[config.mk]
export PLATFORM = sky130hd
export DESIGN_NAME = pll_lock_supervisor
export DESIGN_NICKNAME = d
export VERILOG_FILES = /design/src/rtl/pll_pkg.sv /design/src/rtl/lock_filter.sv /design/src/rtl/pll_lock_supervisor.sv
export SDC_FILE = /design/constraint.sdc
export NUM_CORES = 1
export LEC_CHECK = 0
export BUFFER_PORTS_ARGS = -buffer_cell sky130_fd_sc_hd__buf_4
export CAP_MARGIN = 20
export CORE_ASPECT_RATIO = 0.7
export CORE_MARGIN = 2
export CORE_UTILIZATION = 63
export CTS_CLUSTER_DIAMETER = 30
export DETAILED_ROUTE_END_ITERATION = 12
export PLACE_DENSITY = 0.84
export SKIP_CTS_REPAIR_TIMING = 1
export SYNTH_ARGS = -nofsm -noshare
export SYNTH_HDL_FRONTEND = slang
export SYNTH_HIERARCHICAL = 1
export SYNTH_SLANG_ARGS = --single-unit
export TNS_END_PERCENT = 10
[constraint.sdc]
create_clock -name clock -period 4.1 [get_ports clock]
set_input_delay 0.41 -clock clock [delete_from_list [all_inputs] [get_ports clock]]
set_output_delay 0.41 -clock clock [all_outputs]
set_load 0.01 [all_outputs]
[src/rtl/pll_pkg.sv]
// Shared definitions for the PLL lock supervisor.
//   pll_state_e : supervisor FSM states
//   ctr_width() : counter width able to hold 0..max (never narrower than 1 bit)
package pll_pkg;

  typedef enum logic [2:0] {
    RESET_PLL = 3'd0,
    WAIT_LOCK = 3'd1,
    STABLE    = 3'd2,
    RUN       = 3'd3,
    FAILED    = 3'd4
  } pll_state_e;

  function automatic int ctr_width(input int max);
    int w;
    w = $clog2(max + 1);
    return (w < 1) ? 1 : w;
  endfunction

endpackage

[src/rtl/lock_filter.sv]
// Synchroniser and debounce filter for one PLL LOCK input.
// Ports:
//   clock    in  reference clock
//   reset    in  synchronous active-high reset
//   clear_i  in  holds the debounce counter at zero (PLL under reset)
//   lock_i   in  raw LOCK, asynchronous to clock
//   synced_o out LOCK after the 2-FF synchroniser (unfiltered)
//   locked_o out registered filtered lock: synced high for LOCK_FILTER cycles
module lock_filter
  import pll_pkg::*;
#(
  parameter int LOCK_FILTER = 16
) (
  input  logic clock,
  input  logic reset,
  input  logic clear_i,
  input  logic lock_i,
  output logic synced_o,
  output logic locked_o
);

  localparam int CW = ctr_width(LOCK_FILTER);

  logic          sync1_q;
  logic          sync2_q;
  logic [CW-1:0] cnt_q;
  logic [CW-1:0] cnt_d;
  logic          locked_q;

  // Any synced low restarts the debounce; the counter parks at LOCK_FILTER.
  always_comb begin
    cnt_d = cnt_q;
    if (clear_i || !sync2_q) begin
      cnt_d = '0;
    end else if (cnt_q != CW'(LOCK_FILTER)) begin
      cnt_d = cnt_q + CW'(1);
    end
  end

  always_ff @(posedge clock) begin
    if (reset) begin
      sync1_q  <= 1'b0;
      sync2_q  <= 1'b0;
      cnt_q    <= '0;
      locked_q <= 1'b0;
    end else begin
      sync1_q  <= lock_i;
      sync2_q  <= sync1_q;
      cnt_q    <= cnt_d;
      locked_q <= (cnt_d == CW'(LOCK_FILTER));
    end
  end

  assign synced_o = sync2_q;
  assign locked_o = locked_q;

endmodule

[src/rtl/pll_lock_supervisor.sv]
// Supervisor for NUM_PLLS PLL wrappers: filters each LOCK, drives a shared PLL
// reset, retries on timeout or lock loss, and releases sys_rst only after all
// PLLs have been stably locked for RESET_DELAY cycles.
// Ports:
//   clock        in  free-running reference clock
//   reset        in  synchronous active-high reset
//   lock_in      in  raw PLL LOCK signals (asynchronous)
//   retry_req    in  one-cycle pulse, restarts the sequence from FAILED
//   pll_rst      out shared PLL reset, active high
//   sys_rst      out system reset, active high
//   ready        out high in RUN
//   fail         out high in FAILED
//   locked_mask  out per-PLL filtered lock
//   retry_count  out failed attempts in the current bring-up
//   loss_count   out saturating count of lock losses seen in RUN
module pll_lock_supervisor
  import pll_pkg::*;
#(
  parameter int NUM_PLLS     = 1,
  parameter int RST_HOLD     = 8,
  parameter int LOCK_FILTER  = 16,
  parameter int LOCK_TIMEOUT = 65536,
  parameter int RESET_DELAY  = 32,
  parameter int MAX_RETRIES  = 3
) (
  input  logic                                clock,
  input  logic                                reset,
  input  logic [NUM_PLLS-1:0]                 lock_in,
  input  logic                                retry_req,
  output logic                                pll_rst,
  output logic                                sys_rst,
  output logic                                ready,
  output logic                                fail,
  output logic [NUM_PLLS-1:0]                 locked_mask,
  output logic [ctr_width(MAX_RETRIES)-1:0]   retry_count,
  output logic [7:0]                          loss_count
);

  localparam int RC_W    = ctr_width(MAX_RETRIES);
  // One timer serves all timed states; it is cleared on every state change.
  localparam int TMR_MAX = (RST_HOLD > LOCK_TIMEOUT)
                         ? ((RST_HOLD > RESET_DELAY) ? RST_HOLD : RESET_DELAY)
                         : ((LOCK_TIMEOUT > RESET_DELAY) ? LOCK_TIMEOUT : RESET_DELAY);
  localparam int TMR_W   = ctr_width(TMR_MAX);

  pll_state_e       state_q, state_d;
  logic [TMR_W-1:0] timer_q, timer_d;
  logic [RC_W-1:0]  retry_q, retry_d;
  logic [7:0]       loss_q, loss_d;
  logic             pll_rst_q, sys_rst_q, ready_q, fail_q;
  logic             attempt_failed;

  logic [NUM_PLLS-1:0] synced;
  logic [NUM_PLLS-1:0] locked;

  generate
    for (genvar gi = 0; gi < NUM_PLLS; gi++) begin : g_filter
      lock_filter #(
        .LOCK_FILTER(LOCK_FILTER)
      ) u_lock_filter (
        .clock    (clock),
        .reset    (reset),
        .clear_i  (pll_rst_q),
        .lock_i   (lock_in[gi]),
        .synced_o (synced[gi]),
        .locked_o (locked[gi])
      );
    end
  endgenerate

  always_comb begin
    state_d        = state_q;
    timer_d        = timer_q;
    retry_d        = retry_q;
    loss_d         = loss_q;
    attempt_failed = 1'b0;

    case (state_q)
      RESET_PLL: begin
        if (timer_q == TMR_W'(RST_HOLD - 1)) begin
          state_d = WAIT_LOCK;
          timer_d = '0;
        end else begin
          timer_d = timer_q + TMR_W'(1);
        end
      end
      WAIT_LOCK: begin
        // Completing lock wins over a timeout in the same cycle.
        if (&locked) begin
          state_d = STABLE;
          timer_d = '0;
        end else if (timer_q == TMR_W'(LOCK_TIMEOUT - 1)) begin
          attempt_failed = 1'b1;
        end else begin
          timer_d = timer_q + TMR_W'(1);
        end
      end
      STABLE: begin
        if (!(&locked)) begin
          attempt_failed = 1'b1;
        end else if (timer_q == TMR_W'(RESET_DELAY - 1)) begin
          state_d = RUN;
          timer_d = '0;
        end else begin
          timer_d = timer_q + TMR_W'(1);
        end
      end
      RUN: begin
        // Loss is detected on the synced bit, bypassing the debounce.
        if (!(&synced)) begin
          loss_d  = (loss_q == 8'hFF) ? loss_q : loss_q + 8'd1;
          retry_d = '0;
          state_d = RESET_PLL;
          timer_d = '0;
        end
      end
      FAILED: begin
        if (retry_req) begin
          retry_d = '0;
          state_d = RESET_PLL;
          timer_d = '0;
        end
      end
      default: begin
        state_d = RESET_PLL;
        timer_d = '0;
      end
    endcase

    if (attempt_failed) begin
      timer_d = '0;
      if (retry_q < RC_W'(MAX_RETRIES)) begin
        retry_d = retry_q + RC_W'(1);
        state_d = RESET_PLL;
      end else begin
        state_d = FAILED;
      end
    end
  end

  // Outputs are decoded from the next state so they line up with state_q.
  always_ff @(posedge clock) begin
    if (reset) begin
      state_q   <= RESET_PLL;
      timer_q   <= '0;
      retry_q   <= '0;
      loss_q    <= '0;
      pll_rst_q <= 1'b1;
      sys_rst_q <= 1'b1;
      ready_q   <= 1'b0;
      fail_q    <= 1'b0;
    end else begin
      state_q   <= state_d;
      timer_q   <= timer_d;
      retry_q   <= retry_d;
      loss_q    <= loss_d;
      pll_rst_q <= (state_d == RESET_PLL);
      sys_rst_q <= (state_d != RUN);
      ready_q   <= (state_d == RUN);
      fail_q    <= (state_d == FAILED);
    end
  end

  assign pll_rst     = pll_rst_q;
  assign sys_rst     = sys_rst_q;
  assign ready       = ready_q;
  assign fail        = fail_q;
  assign locked_mask = locked;
  assign retry_count = retry_q;
  assign loss_count  = loss_q;

endmodule

# [Yosys cells after proc, flatten, opt, wreduce, memory -nomap -nowiden]
# Cells that the tools add are included.
[totals] word_cells=71 regBits=42 inputBits=4
[op_classes] reduce_logical=7 mux=28 n_addsub=4 n_lt_le_gt_ge=1 eq_ne=17 bitwise_logic=2
[ops] operator="17-bit two-way mux" n=7
[ops] operator="17-bit case mux with 5 select lines" n=1
[ops] operator="3-bit two-way mux" n=8
[ops] operator="17-bit by 1-bit adder with 17-bit output, second input constant" n=1
[ops] operator="17-bit by 16-bit equality test with 1-bit output, second input constant" n=1
[ops] operator="17-bit by 3-bit equality test with 1-bit output, second input constant" n=1
[ops] operator="17-bit by 5-bit equality test with 1-bit output, second input constant" n=1
[ops] operator="3-bit case mux with 5 select lines" n=1
[ops] operator="5-bit two-way mux" n=2
[ops] operator="3-bit by 2-bit equality test with 1-bit output, second input constant" n=3
[ops] operator="8-bit by 1-bit adder with 8-bit output, second input constant" n=1
[ops] operator="8-bit equality test, second input constant" n=1
[ops] operator="2-bit two-way mux" n=4
[ops] operator="3-bit equality test, second input constant" n=2
[ops] operator="3-bit zero test" n=2
[ops] operator="3-bit by 2-bit != test with 1-bit output, second input constant" n=2
[ops] operator="5-bit by 1-bit adder with 5-bit output, second input constant" n=1
[ops] operator="5-bit equality test, second input constant" n=1
[ops] operator="5-bit != test, second input constant" n=1
[ops] operator="2-bit != test, second input constant" n=2
[ops] operator="2-bit case mux with 2 select lines" n=1
[ops] operator="4-bit AND reduction" n=1
[ops] operator="3-bit by 1-bit equality test with 1-bit output, second input constant" n=1
[ops] operator="1-bit two-way mux" n=3
[ops] operator="9 further kinds" n=10

# [Longest topological paths before layout]
# Gate-level depths: netlist of the first run.
[logic_depth] ltp_word=6 ltp_mapped=12

# [By module]
# Netlist of the first run, hierarchy kept.
[modules_own_cells] mod="pll_lock_supervisor" cells_per_inst=199 area_per_inst_um2=1716.6 seq_area_each_um2=680.7 n_inst=1
[modules_own_cells] mod="lock_filter" cells_per_inst=38 area_per_inst_um2=382.9 seq_area_each_um2=160.2 n_inst=1

# [Worst setup path after synthesis of the first run]
# OpenSTA, ideal clock, no wires.
[synth_timing] path_kind="register -> register" startpoint="reg timer_q[4]" endpoint="reg retry_q[0] (netlist: retry_count[0])" setup_time_ns=0.065 period_less_slack_ns=2.385 path_slack_ns=1.715 t_arrival_ns=2.320 required_ns=4.035 path_stages_with_launch=13 cell_sequence="dfxtp_1 > buf_2 > and4_1 > and3_1 > nand4_1 > nor4_1 > ha_1 > and3b_1 > o21ai_2 > buf_2 > nor2_1 > mux2_2 > nor2_1"
[synth_between] elab_chain_cells=5
[synth_rtl] item="start, declared" line_no="pll_lock_supervisor.sv:47" rtl="logic [TMR_W-1:0] timer_q, timer_d;"
[synth_rtl] item="start signal, assigned" line_no="pll_lock_supervisor.sv:154" rtl="timer_q <= timer_d;"
[synth_rtl] item="17-bit by 16-bit equality test with 1-bit output" line_no="pll_lock_supervisor.sv:92" rtl="end else if (timer_q == TMR_W'(LOCK_TIMEOUT - 1)) begin"
[synth_rtl] item="1-bit two-way mux" line_no="pll_lock_supervisor.sv:92"
[synth_rtl] item="1-bit two-way mux" line_no="pll_lock_supervisor.sv:89" rtl="if (&locked) begin"
[synth_rtl] item="1-bit case mux with 2 select lines" line_no="pll_lock_supervisor.sv:78" rtl="case (state_q)"
[synth_rtl] item="2-bit two-way mux" line_no="pll_lock_supervisor.sv:130" rtl="if (attempt_failed) begin"
[synth_rtl] item="end signal, assigned" line_no="pll_lock_supervisor.sv:155" rtl="retry_q <= retry_d;"
[synth_rtl] item="end, declared" line_no="pll_lock_supervisor.sv:48" rtl="logic [RC_W-1:0] retry_q, retry_d;"
# Every way passes these cells.
# A chain may end at the register's enable or synchronous reset.

# [Worst setup path in the final report of the first run]
[layout_timing] startpoint="reg timer_q[4]" endpoint="reg timer_q[16]"
[layout_between] elab_chain_cells=5
[layout_rtl] item="branches (longest 5 deep; another with 17-bit by 1-bit adder with 17-bit output)"
# Several ways; the timed one is not identified. The select of a mux whose other input is x is not followed.

==> results.md, run 1 <==
| Metric | Value | Unit |
|---|---|---|
| Overflow after GRT | 0 | - |
| Width of the die | 73 | um |
| Arr. time, crit path | 3.10 | ns |
| Clock latency of the later-clocked register in the worst-skew pair | 0.30 | ns |
| Initial antenna violation count | 0 | - |
| Int Pwr | 0.6792 | mW |
| Drt total wl | 4178 | um |
| Final non-filler cell total | 291 | - |
| Leakage power | 0.8858 | nW |
| Worst path slowest cell | o21ai_2 | - |
| Area taken by multi-input logic gates | 1165 | um2 |
| Synthesized instance count | 237 | - |
| Number of synthesized register bits | 42 | - |
| P&R area growth vs syn | 12.63 | % |
| Final-stage net count | 262 | - |
| Final design utilization | 74.62 | % |
| Max-cap violations | 0 | - |
| Sink of the worst hold path | g_filter[0].u_lock_filter/sync1_q$_SDFF_PP0_ | - |
| Number of enable-type register cells in the synthesized netlist | 0 | - |
| Flip-flop and latch area | 840.8 | um2 |
| R2r worst-path depth | 9 | - |
| TritonCTS clock tree | built | - |
| Port Buffers | 18 | - |
| Top cell type by total area after synthesis | dfxtp_1 | - |
| Cell Count Post-Placement | 283 | - |
| Top area cells in the synthesized netlist | dfxtp_1 (40%), nor2_1 (6.4%), xor2_1 (5.4%), ha_1 (3.6%), nand3_1 (3.6%) | - |
| Via density per instance | 5.773 | - |
| Via count of the first global-routing pass | 1,486 | - |
| Required time at the worst-slack endpoint | 4.31 | ns |
| Max-slew violations | 0 | - |
| Post-Syn Area per Cell | 8.859 | um2 |
| Startpoint Class | flop | - |
| Ratio of final minimum period to clock period | 70.42 | % |
| Share of power burned in combinational logic | 2.3 | % |
| Syn_nets | 247 | - |
| Reg-to-reg setup timing slack | 1.21 | ns |
| Fraction of post-synthesis cell area in the top cell type by area | 40.05 | % |
| Clock tree buffer depth | 2 | - |
| Max Clock Skew | 0.005125 | ns |
| Slew at the pin closest to its max-slew limit | 0.8454 | ns |
| Launch instance of the worst min-delay path | lock_in | - |
| Layout cell share with drive strength beyond 1 | 16.21 | % |
| Pin count of the biggest net entering global routing | 22 | - |
| First DRT Iteration DRCs | 117 | - |
| Setup Crit Path Kind | reg -> reg | - |
| Sequential area share after synthesis | 40.05 | % |
| Fmax | 0.3464 | GHz |
| Net switching component of the power | 0.1592 | mW |
| Total global routing track utilization | 24.91 | % |
| Critical path peak fanout | 21 | - |
| Proportion of power drawn by the clock network | 48.0 | % |
| CTS root buf | clkbuf_8 | - |
| Count of final setup violators | 0 | - |
| Power density over the cells | 354.6 | nW/um2 |
| Standard-cell row count | 17 | - |
| GP Congestion | 0.8346 | - |
| Average wire length per cell after detail routing | 14.36 | um |
| H-tree levels | 2 | - |
| Fraction of power spent switching nets | 18.99 | % |
| Starting utilization of the core area | 66.25 | % |
| Worst path buffer plus inverter count | 0 | - |
| WHS | 0.3176 | ns |
| CP peak stage delay | 0.66 | ns |
| Worst-case vdd ir drop | 0.2394 | mV |
| Type of destination of the critical path | flop | - |
| Reg2reg start | timer_q[4]$_SDFFE_PP0P_ | - |
| Post-route DRC violation count | 0 | - |
| Worst hold path depth | 2 | - |
| Die area | 3818 | um2 |
| Top-Level Pins | 19 | - |
| Distinct cells, synth | 52 | - |
| Unrepaired setup endpoints after global routing | false | - |
| Area of the core region | 3169 | um2 |
| Worst hold-check path type | in -> reg | - |
| Synth warnings | 6 | - |
| Post-synthesis instance area | 2100 | um2 |
| Final hold vios | 0 | - |
| N_diodes | 0 | - |
| Sequence of cells on the critical path | and4_1 > and3_1 > nand4_1 > nor4_1 > ha_1 > and3b_1 > o21ai_2 > nand3_2 > a311oi_1 | - |
| Total clock sinks | 42 | - |
| Sequential Power Share | 49.7 | % |
| First-pass DRT Iterations | 4 | - |
| Vertical die dimension | 52.30 | um |
| Headroom to the max-slew limit | 43.63 | % |
| Overall Power | 0.8385 | mW |
| Top delay family on crit path | simple AND/OR/NAND/NOR gates | - |
| Async set or reset register ratio after synthesis | 0 | % |
| Fin Setup TNS | 0 | ns |
| Crit path time final | 2.887 | ns |
| Most used DFF post-synth | dfxtp_1 | - |
| Wire length of the first global-routing pass | 7100 | um |
| Outcome | finished clean | - |
| Clock input transition at the sequential cells of the worst setup and hold paths | 0.08 | ns |
| Fill cell instance count of the final layout | 231 | - |
| Post-DP HPWL | 2880 | um |
| Remaining number of nets flagged by the antenna check after routing | 0 | - |
| Total number of vias | 1,680 | - |
| Total CTS buffers | 5 | - |
| Capture point of the worst reg-to-reg path | timer_q[16]$_SDFFE_PP0P_ | - |
==> stage by stage <==
step / cell area (um2) / worst slack, ns
3_5_place_dp: 2222 / 1.210
5_1_grt: 2365 / 0.9970
4_1_cts: 2365 / 1.221
6_report: 2365 / 1.213
2_1_floorplan: 2100 / 1.715
3_3_place_gp: 2222 / 1.327
==> worst register-to-register path, delay by kind of cell, from the launching register on <==
family | cells | cell delay, ns
AO/OA/AOI/OAI | 2 | 0.98
adder cells (fa/ha/maj) | 1 | 0.17
flip-flops | 1 | 0.39
AND/OR/NAND/NOR | 6 | 1.26
==> cell type report <==
cell class | instances | share of cell area [%]
Clock buffer | 6 | 3.492
Inverter | 9 | 1.429
Sequential cell | 42 | 35.56
Multi-Input combinational cell | 176 | 49.26
Tap cell | 38 | 2.011
Timing Repair Buffer | 18 | 5.714
Clock inverter | 2 | 2.540
==> placed cells by master, fill, tap and decap left out, types with 9 or more instances in the layout <==
cell type | netlist | routed
nor2_1 | 36 | 36
inv_1 | 9 | 9
xor2_1 | 13 | 13
dfxtp_1 | 42 | 42
nand4_1 | 11 | 11
nand3_1 | 15 | 15
nor3_1 | 10 | 10
nand2_1 | 10 | 10
buf_4 | 0 | 18
==> worst max path at each step <==
stage,from,endpoint,slack [ns],cells after the start
final,timer_q[4]$_SDFFE_PP0P_,timer_q[16]$_SDFFE_PP0P_,1.21,9
after detailed placement,timer_q[4]$_SDFFE_PP0P_,timer_q[16]$_SDFFE_PP0P_,1.21,9
after floorplan,timer_q[4]$_SDFFE_PP0P_,retry_count[0]$_SDFF_PP0_,1.71,12
after global routing,timer_q[4]$_SDFFE_PP0P_,timer_q[16]$_SDFFE_PP0P_,1.0,9
after CTS,timer_q[7]$_SDFFE_PP0P_,timer_q[16]$_SDFFE_PP0P_,1.22,9
after global placement,timer_q[4]$_SDFFE_PP0P_,timer_q[16]$_SDFFE_PP0P_,1.33,9
==> sequential cells by signal, summed over array words and instances (netlist names), 2 cells and up <==
signal	flops
g_filter.u_lock_filter/cnt_q	5
loss_count	8
timer_q	17
state_q	3
retry_count	2
==> cells by family (layout without fill, tap and decap cells) <==
logic type	Yosys count	in the layout	share of synthesized area, %
buffers and inverters	19	35	4.469
and+or+nand+nor	121	121	33.20
adders and majority gates	6	6	3.576
DFF	42	42	40.05
xor gates and xnor gates	20	20	8.343
muxes	4	4	1.967
AOI/OAI and AO/OA	25	25	8.402
==> synth_stat cells (all sizes together), types with 2 or more instances <==
cell,count
mux2i,3
and3,6
nor4b,4
nand3b,2
nand2,11
nor4,3
xnor2,7
nor4bb,2
buf,7
nor2b,5
nand3,16
nand2b,2
o21ai,5
a31oi,2
and4,2
nand4,11
or3,2
nor3,11
clkbuf,3
nor2,36
dfxtp,42
ha,6
o21a,2
a32o,2
a21oi,8
xor2,13
inv,9
==> power by group through the flow <==
stage	combinational, mW	clock (mW)	sequential (mW)
3_5_place_dp	0.0194	0	0.426
3_3_place_gp	0.0193	0	0.426
6_report	0.0195	0.402	0.417
2_1_floorplan	0.0132	0	0.424
5_1_grt	0.0214	0.423	0.417
4_1_cts	0.0196	0.407	0.417
==> per-layer routing <==
layer  global-route usage, %  vias up  wire, um
met5                       0        -         0
met4                   8.333        0        29
met3                   8.654        2       279
met2                   33.78       52      1754
met1                   36.30      762      2115
li1                        -      864         -
Note: power is estimated with default switching activity, not from simulation.
==> inputs of run 2 (changes only) <==
--- a/config.mk
+++ b/config.mk
@@ -9,10 +9,10 @@
 export CAP_MARGIN = 20
 export CORE_ASPECT_RATIO = 0.7
 export CORE_MARGIN = 2
-export CORE_UTILIZATION = 63
+export CORE_UTILIZATION = 58
 export CTS_CLUSTER_DIAMETER = 30
 export DETAILED_ROUTE_END_ITERATION = 12
-export PLACE_DENSITY = 0.84
+export PLACE_DENSITY = 0.78
 export SKIP_CTS_REPAIR_TIMING = 1
 export SYNTH_ARGS = -nofsm -noshare
 export SYNTH_HDL_FRONTEND = slang
==> constraint.sdc (replaced) <==
create_clock -name clock -period 3 [get_ports clock]
set_input_delay 0.3 -clock clock [delete_from_list [all_inputs] [get_ports clock]]
set_output_delay 0.3 -clock clock [all_outputs]
set_load 0.01 [all_outputs]
==> run 2 against run 1 <==
Compared with the run above:
- combinational power rose by 32%
- worst setup slack got worse by 0.76 ns
- hold slack got worse by 0.10 ns
- maximum frequency increased by 13%
- via count decreased by 0.65%
- core utilization decreased by 8.1 points
- first-iteration DRC count down 21%
- sequential share of layout area increased by 0.67 points
- largest power group unchanged
==> results.md, run 2 (synthesis results as in run 1) <==
| Metric | Value | Unit | Delta |
|---|---|---|---|
| Arr. time, crit path | 2.72 | ns | -0.38 ns |
| Initial antenna violation count | 0 | - | unchanged |
| Headroom to the max-slew limit | 56.27 | % | +13 points |
| Total global routing track utilization | 20.32 | % | -4.6 points |
| Outcome | finished clean | - |  |
| Max-cap violations | 0 | - | unchanged |
| CTS root buf | clkbuf_8 | - |  |
| GP Congestion | 0.8120 | - | -2.7% |
| Overflow after GRT | 0 | - | unchanged |
| Via count of the first global-routing pass | 1,454 | - | -2.2% |
| Setup Crit Path Kind | reg -> reg | - |  |
| Ratio of final minimum period to clock period | 85.04 | % | +15 points |
| Pin count of the biggest net entering global routing | 21 | - | -4.5% |
| Flip-flop count of the largest register, all copies and words added | 17 | - | unchanged |
| TritonCTS clock tree | built | - |  |
| Top delay family on crit path | simple AND/OR/NAND/NOR gates | - |  |
| Die area | 4125 | um2 | +8.0% |
| Critical path peak fanout | 12 | - | -43% |
| Starting utilization of the core area | 60.14 | % | -6.1 points |
| Startpoint Class | flop | - |  |
| Worst path slowest cell | dfxtp_1 | - |  |
| Overall Power | 0.9285 | mW | +11% |
| Drt total wl | 3884 | um | -7.0% |
| Launching element of the worst setup path | timer_q[4]$_SDFFE_PP0P_ | - |  |
| Fin Setup TNS | 0 | ns | unchanged |
| Fmax | 0.3920 | GHz | +13% |
| Worst-case vdd ir drop | 0.3193 | mV | +33% |
| Area of the core region | 3491 | um2 | +10% |
| Most flops, register | timer_q | - |  |
| Count of final setup violators | 0 | - | unchanged |
| Sequence of cells on the critical path | and4_1 > and3_1 > nand4_1 > nor4_1 > ha_1 > and3b_1 > o21ai_2 > buf_4 > nand4_1 > xor2_1 > nor2_1 | - |  |
| Share of power burned in combinational logic | 2.8 | % | +0.5 points |
| Final-stage net count | 263 | - | +0.38% |
| Reg2reg start | timer_q[4]$_SDFFE_PP0P_ | - |  |
| R2r worst-path depth | 11 | - | +2 |
| Sequential Power Share | 61.3 | % | +12 points |
| Post-route DRC violation count | 0 | - | unchanged |
| Reg-to-reg setup timing slack | 0.45 | ns | -0.76 ns |
| Last element of the critical path | timer_q[6]$_SDFFE_PP0P_ | - |  |
| Leakage power | 0.8569 | nW | -3.3% |
| Port Buffers | 18 | - | unchanged |
| Worst path buffer plus inverter count | 1 | - | +1 |
| Net switching component of the power | 0.1946 | mW | +22% |
| Global route hottest layer | met2 | - |  |
| Top library cells by usage in the layout, fill and taps aside | dfxtp_1 (42), nor2_1 (36), buf_4 (19), nand3_1 (15), xor2_1 (13) | - |  |
| Remaining number of nets flagged by the antenna check after routing | 0 | - | unchanged |
| Fill cell instance count of the final layout | 302 | - | +31% |
| Max-slew violations | 0 | - | unchanged |
| Type of destination of the critical path | flop | - |  |
| Logic depth of the worst setup path including buffers | 11 | - | +2 |
| Total clock sinks | 42 | - | unchanged |
| Flip-flop and latch area | 840.8 | um2 | unchanged |
| Standard-cell row count | 18 | - | +1 |
| Most frequent standard cell in the layout excluding fill and tap cells | dfxtp_1 | - |  |
| GR met3 Demand/Resource | 4.620 | % | -4.0 points |
| Met1 usage in global routing | 28.56 | % | -7.7 points |
| Most repeated library cell on the critical path | nand4_1 | - |  |
| Max Clock Skew | 0.007274 | ns | +0.002149 ns |
| P&R area growth vs syn | 10.55 | % |  |
| Post-Layout Inst Area | 2321 | um2 | -1.9% |
| Crit path time final | 2.551 | ns | -0.3359 ns |
| Width of the die | 75.91 | um | +4.0% |
| Area taken by multi-input logic gates | 1165 | um2 | unchanged |
| Unrepaired setup endpoints after global routing | false | - |  |
| Int Pwr | 0.7340 | mW | +8.1% |
| Clock input transition at the sequential cells of the worst setup and hold paths | 0.07 | ns | about the same |
| Worst hold-check path type | in -> reg | - |  |
| Wire length of the first global-routing pass | 6644 | um | -6.4% |
| CP peak stage delay | 0.47 | ns | -0.19 ns |
| Total CTS buffers | 5 | - | unchanged |
| Post-DP HPWL | 2748 | um | -4.6% |
| Launch instance of the worst min-delay path | lock_in | - |  |
| Final hold vios | 0 | - | unchanged |
| Vertical die dimension | 54.34 | um | +3.9% |
| Instance area at placement | 2245 | um2 | +1.0% |
| Clock latency of the later-clocked register in the worst-skew pair | 0.29 | ns | about the same |
| Power density over the cells | 400.1 | nW/um2 | +13% |
| N_diodes | 0 | - | unchanged |
| Proportion of power drawn by the clock network | 35.9 | % | -12 points |
| First DRT Iteration DRCs | 92 | - | -21% |
| Slew at the pin closest to its max-slew limit | 0.6515 | ns | -0.1939 ns |
| Clock tree buffer depth | 2 | - | unchanged |
| Total number of vias | 1,669 | - | -0.65% |
| H-tree levels | 2 | - | unchanged |
| Capture point of the worst reg-to-reg path | timer_q[6]$_SDFFE_PP0P_ | - |  |
| Average wire length per cell after detail routing | 12.82 | um | -11% |
| First-pass DRT Iterations | 4 | - | unchanged |
| Top-Level Pins | 19 | - | unchanged |
| Required time at the worst-slack endpoint | 3.17 | ns | -1.14 ns |
| Layout cell share with drive strength beyond 1 | 15.42 | % | -0.79 points |
| Fraction of power spent switching nets | 20.96 | % | +2.0 points |
| Via density per instance | 5.508 | - | -4.6% |
| Met2 global-route usage | 31.70 | % | -2.1 points |
-- run 2: cell types whose count changed in the layout (fill, tap and decap cells not counted), sizes merged --
cell | previous run | this run
clkbuf | 6 | 7
buf | 18 | 19
bufinv | 2 | 0
-- run 2: area by class of cell --
class                      count  share of cell area [%]
clock buffer                   7                   3.288
inverter                       9                   1.456
multi-input combinational    176                   50.19
sequential                    42                   36.23
tap                           50                   2.695
timing repair buffer          19                   6.146
-- run 2: power by group through the flow --
stage | combinational [mW] | clock [mW] | sequential, mW
after global placement | 0.0265 | 0 | 0.582
after floorplan | 0.0181 | 0 | 0.580
after global routing | 0.0302 | 0.366 | 0.570
after CTS | 0.0261 | 0.346 | 0.569
final | 0.0258 | 0.333 | 0.569
after detailed placement | 0.0259 | 0 | 0.582
-- run 2: worst min path at each step --
stage / end / slack [ns] / cells after the start
finish: g_filter[0].u_lock_filter/sync1_q$_SDFF_PP0_ / 0.22 / 2
global route: g_filter[0].u_lock_filter/sync1_q$_SDFF_PP0_ / 0.24 / 2
CTS: g_filter[0].u_lock_filter/sync1_q$_SDFF_PP0_ / 0.22 / 2
detailed placement: g_filter[0].u_lock_filter/synced_o$_SDFF_PP0_ / 0.42 / 1
global placement: g_filter[0].u_lock_filter/synced_o$_SDFF_PP0_ / 0.41 / 1
floorplan: retry_count[1]$_SDFF_PP0_ / 0.37 / 1
-- run 2: through the flow --
step                worst slack (ns)  utilization (%)  hold WS [ns]  std cells
floorplan                     0.6145                -        0.3691        237
global placement              0.5462            64.30        0.4146        296
detailed placement            0.4596            64.30        0.4247        296
CTS                           0.4513            66.49        0.2187        303
global route                  0.1468            66.49        0.2372        303
finish                        0.4488            66.49        0.2158        303
-- run 2: per-layer routing --
metal	vias up	routed length [um]
li1	863	-
met2	35	1605
met4	0	15
met3	2	197
met5	-	0
met1	769	2066
